### src/rtl/shift_pkg.sv
// Shared encodings for the shift sequencer and the ALU control decoder:
// FSM states, shifter command codes and request op codes.
package shift_pkg;

    typedef logic [1:0] state_t;

    localparam state_t ST_IDLE  = 2'd0;
    localparam state_t ST_LOAD  = 2'd1;
    localparam state_t ST_SHIFT = 2'd2;
    localparam state_t ST_DONE  = 2'd3;

    localparam logic [2:0] CMD_NOP  = 3'b000;
    localparam logic [2:0] CMD_LOAD = 3'b001;
    localparam logic [2:0] CMD_SHL  = 3'b010;
    localparam logic [2:0] CMD_SHR  = 3'b011;
    localparam logic [2:0] CMD_SRA  = 3'b100;

    localparam logic [1:0] OP_SLL = 2'b00;
    localparam logic [1:0] OP_SRL = 2'b01;
    localparam logic [1:0] OP_SRA = 2'b10;
    localparam logic [1:0] OP_LUI = 2'b11;

    // Shift command issued for a request op; LUI is a left shift of the immediate.
    function automatic logic [2:0] shift_cmd(input logic [1:0] op);
        case (op)
            OP_SRL:  return CMD_SHR;
            OP_SRA:  return CMD_SRA;
            default: return CMD_SHL;
        endcase
    endfunction

endpackage

### src/rtl/shift_sequencer.sv
// Multi-cycle controller for RegDesloc: turns one shift request into a
// load command, one or more chunked shift commands and a done strobe.
module shift_sequencer
    import shift_pkg::*;
#(
    parameter int MAX_STEP   = 31,
    parameter int LUI_AMOUNT = 16
) (
    input  logic       clk,
    input  logic       reset,
    input  logic       start,
    input  logic [1:0] op,
    input  logic [4:0] shamt,
    output logic       busy,
    output logic       done,
    output logic [2:0] shifter_control,
    output logic [4:0] shifter_n,
    output logic       m_shifter,
    output logic       result_we
);

    localparam logic [4:0] MAX_STEP_U = 5'(MAX_STEP);
    localparam logic [4:0] LUI_AMT_U  = 5'(LUI_AMOUNT);

    // Distance for the next shift command: never more than what is left,
    // so the remaining count cannot underflow.
    function automatic logic [4:0] step_of(input logic [4:0] r);
        return (r < MAX_STEP_U) ? r : MAX_STEP_U;
    endfunction

    state_t     state_q;
    state_t     state_nxt;
    logic [1:0] op_q;
    logic [4:0] rem_q;
    logic       m_shifter_q;
    logic [4:0] step;
    logic [4:0] rem_after;

    assign step      = step_of(rem_q);
    assign rem_after = rem_q - step;

    // State register.
    always_ff @(posedge clk) begin
        if (reset) state_q <= ST_IDLE;
        else       state_q <= state_nxt;
    end

    // Request latch and remaining-distance counter; source select held until IDLE.
    always_ff @(posedge clk) begin
        if (reset) begin
            op_q        <= OP_SLL;
            rem_q       <= 5'd0;
            m_shifter_q <= 1'b0;
        end else begin
            case (state_q)
                ST_IDLE: begin
                    if (start) begin
                        op_q        <= op;
                        rem_q       <= (op == OP_LUI) ? LUI_AMT_U : shamt;
                        m_shifter_q <= (op == OP_LUI);
                    end
                end
                ST_SHIFT: rem_q       <= rem_after;
                ST_DONE:  m_shifter_q <= 1'b0;
                default:  ;
            endcase
        end
    end

    // Next-state decode.
    always_comb begin
        state_nxt = state_q;
        case (state_q)
            ST_IDLE:  if (start) state_nxt = ST_LOAD;
            ST_LOAD:  state_nxt = (rem_q != 5'd0) ? ST_SHIFT : ST_DONE;
            ST_SHIFT: state_nxt = (rem_after != 5'd0) ? ST_SHIFT : ST_DONE;
            ST_DONE:  state_nxt = ST_IDLE;
            default:  state_nxt = ST_IDLE;
        endcase
    end

    // Moore output decode from registered state, op and remaining count.
    always_comb begin
        busy            = 1'b0;
        done            = 1'b0;
        shifter_control = CMD_NOP;
        shifter_n       = 5'd0;
        case (state_q)
            ST_LOAD: begin
                busy            = 1'b1;
                shifter_control = CMD_LOAD;
            end
            ST_SHIFT: begin
                busy            = 1'b1;
                shifter_control = shift_cmd(op_q);
                shifter_n       = step;
            end
            ST_DONE: begin
                busy = 1'b1;
                done = 1'b1;
            end
            default: ;
        endcase
    end

    assign m_shifter = m_shifter_q;
    assign result_we = done;

endmodule

### config.mk
export PLATFORM = sky130hd
export DESIGN_NAME = shift_sequencer
export DESIGN_NICKNAME = d
export VERILOG_FILES = /design/src/rtl/shift_pkg.sv /design/src/rtl/shift_sequencer.sv
export SDC_FILE = /design/constraint.sdc
export NUM_CORES = 1
export LEC_CHECK = 0
export ABC_AREA = 1
export CAP_MARGIN = 20
export CORE_MARGIN = 10
export CORE_UTILIZATION = 30
export DETAILED_ROUTE_END_ITERATION = 10
export PLACE_DENSITY_LB_ADDON = 0.05
export SKIP_CTS_REPAIR_TIMING = 1
export SYNTH_ARGS = -nofsm -noshare
export SYNTH_HDL_FRONTEND = slang
export SYNTH_SLANG_ARGS = --single-unit
### constraint.sdc
create_clock -name clk -period 2.1 [get_ports clk]
set_clock_uncertainty 0.05 [all_clocks]
set_input_delay 0.21 -clock clk [delete_from_list [all_inputs] [get_ports clk]]
set_output_delay 0.21 -clock clk [all_outputs]
set_load 0.005 [all_outputs]
==> impl_metrics.json <==
{
  "status": "complete, no violations",
  "drt_iter0_markers": 11,
  "power_density_nw_per_um2": 1180,
  "multi_input_area_um2": 397,
  "antenna_found_initial": 0,
  "nets": 153,
  "total_leakage_power_nw": 0.494,
  "nFillCells": 249,
  "syn_inst": 109,
  "slew_violations": 0,
  "yosys_warnings": 0,
  "die_w_um": 67.5,
  "start_util": 0.309,
  "crit_chain": "inv_1, ha_1, inv_1, a21oi_1, clkdlybuf4s50_1",
  "track_usage": 0.0853,
  "seqPwrFrac": 0.283,
  "period_needed_ps": 1980,
  "grt-ovfl-total": 0,
  "detail-route-antenna-nets": 0,
  "gp_congestion": 0.772,
  "mostFrequentLayoutCells": "nand2_1 (28), clkdlybuf4s50_1 (21), inv_1 (19), nor2_1 (19), dfxtp_1 (10)",
  "grt_pass1_vias": 668,
  "diodes": 0,
  "mostFrequentLayoutCell": "nand2_1",
  "fmax_mhz": 505,
  "cts_buffers": 3,
  "share_comb_of_total_power": 0.557,
  "max_stage_delay_ps": 520,
  "cts_tree": "built",
  "dr.pass1.iters": 4,
  "synth_top_area_cell": "dfxtp_1",
  "switching_power_w": 0.000493,
  "grt_max_degree": 11,
  "cp-end-kind": "primary output",
  "wire_per_inst_um": 11.2,
  "grt_pass1_wl_um": 2990,
  "crit_type": "flip-flop to primary output",
  "ys_seq_elements": 10,
  "setup_viol_count_final": 0,
  "row_count": 17,
  "tns_ps": 0,
  "drive_gt1_frac": 0.0956,
  "cts_buffer_depth": 2,
  "cp_common_cell": "inv_1",
  "p_sw_frac": 0.433,
  "ioPinCount": 22,
  "htreeDepth": 1,
  "final_area_um2": 968,
  "avgSynthCellArea_um2": 6.21,
  "dpl_cell_area_um2": 926,
  "max-vdd-ir-drop_uv": 473,
  "netlist_area_um2": 677,
  "port_buffers": 21,
  "whs_path_depth": 2,
  "yosysTopAreaCellShare": 0.296,
  "cpMaxStageDelayCell": "clkdlybuf4s50_1",
  "maxCapViolations": 0,
  "dieArea_um2": 4560,
  "power.internal_w": 0.000646,
  "clk_pin_slew_ps": 80,
  "seq_area_um2": 200,
  "reg2reg_depth": 6,
  "clk_latency_ps": 270,
  "fin_crit_sh": 0.943,
  "drc_errors": 0,
  "hold_viol": 0,
  "vias": 672,
  "hold_class": "flip-flop to flip-flop",
  "worstPathMaxFanout": 4,
  "clkPwrFrac": 0.160,
  "ys_top_cells_by_area": "dfxtp_1 (30%), nand2_1 (16%), ha_1 (11%), inv_1 (11%), nor2_1 (11%)",
  "cts_root_buf": "clkbuf_4",
  "arrival_ps": 1720,
  "cp.required_ps": 1840,
  "synthToLayoutAreaGrowth_pct": 43.1,
  "drt-vias-per-instance": 4.10,
  "routed_wl_um": 1830,
  "rsz0062_at_grt": "no",
  "cts_sinks": 10,
  "dp.final_hpwl_um": 1460,
  "start_kind": "flip-flop",
  "synth_cell_types": 17,
  "core-area_um2": 2190,
  "die_y_um": 67.5,
  "yosysSeqAreaShare": 0.296
}
-- flip-flops by register name, indices dropped and copies added (netlist names) --
name	count
state_q	2
m_shifter	1
rem_q	5
op_q	2
-- routing by layer --
layer	global-route usage	vias to the layer above	wire (um)
met2	0.131	14	782
met1	0.108	281	933
li1	-	375	-
met4	0.0333	0	13
met3	0.0264	2	100
met5	0	-	0
-- worst max-delay path, delay by kind of cell, from the launching register on --
kind            cells  cell delay [ps]
fa+ha+maj           1              290
flops               1              380
buf+inv             3              650
compound gates      1              130
-- Yosys cell counts (all sizes together) --
| library cell | count |
|---|---|
| nand2 | 31 |
| a21oi | 6 |
| conb | 1 |
| nand3b | 1 |
| o21ai | 5 |
| dfxtp | 10 |
| nor2 | 19 |
| inv | 21 |
| nor3 | 1 |
| ha | 6 |
| o21bai | 1 |
| nand3 | 5 |
| buf | 2 |
-- power by group through the flow --
stage / combinational [W] / sequential [W] / clock (W)
after floorplan: 0.000419 / 0.000312 / 0
after global placement: 0.000634 / 0.000327 / 0
after detailed placement: 0.000628 / 0.000327 / 0
after CTS: 0.000631 / 0.000323 / 0.000188
after global routing: 0.000733 / 0.000334 / 0.000193
final: 0.000634 / 0.000322 / 0.000182
-- through the flow --
stage               utilization  hold WS [ps]  setup slack (ps)  instances  power, W
global placement          0.423           425               402        160  0.000961
detailed placement        0.423           429               393        160  0.000955
CTS                       0.439           442              72.9        164   0.00114
finish                    0.442           438               121        164   0.00114
global route              0.442           458              4.10        164   0.00126
floorplan                     -           229               860        112  0.000731
-- kinds of logic (layout without fill, tap and decap cells) --
| kind of cell | after synthesis | after routing | synth area share |
|---|---|---|---|
| buffers and inverters | 23 | 47 | 0.139 |
| adders and majority gates | 6 | 6 | 0.111 |
| AOI/OAI and AO/OA | 12 | 12 | 0.0980 |
| and+or+nand+nor | 57 | 57 | 0.351 |
| DFF | 10 | 10 | 0.296 |
| other | 1 | 4 | 0.00554 |
-- final timing paths --
kind,from,endpoint,slack [ps]
worst max-delay path,state_q[1]$_SDFFE_PP0P_,shifter_control[0],120
worst min-delay path,m_shifter$_SDFFE_PP0P_,m_shifter$_SDFFE_PP0P_,440
worst max register to register,state_q[0]$_SDFFE_PP0P_,rem_q[3]$_SDFFE_PP0P_,750
worst min register to register,m_shifter$_SDFFE_PP0P_,m_shifter$_SDFFE_PP0P_,440
-- area by class of cell --
| class | count | share of cell area |
|---|---|---|
| clock buffer | 4 | 0.0375 |
| sequential | 10 | 0.207 |
| multi-input combinational | 79 | 0.410 |
| timing repair buffer | 22 | 0.229 |
| inverter | 21 | 0.0814 |
| tap | 28 | 0.0362 |
Note: power is estimated with default switching activity, not from simulation.
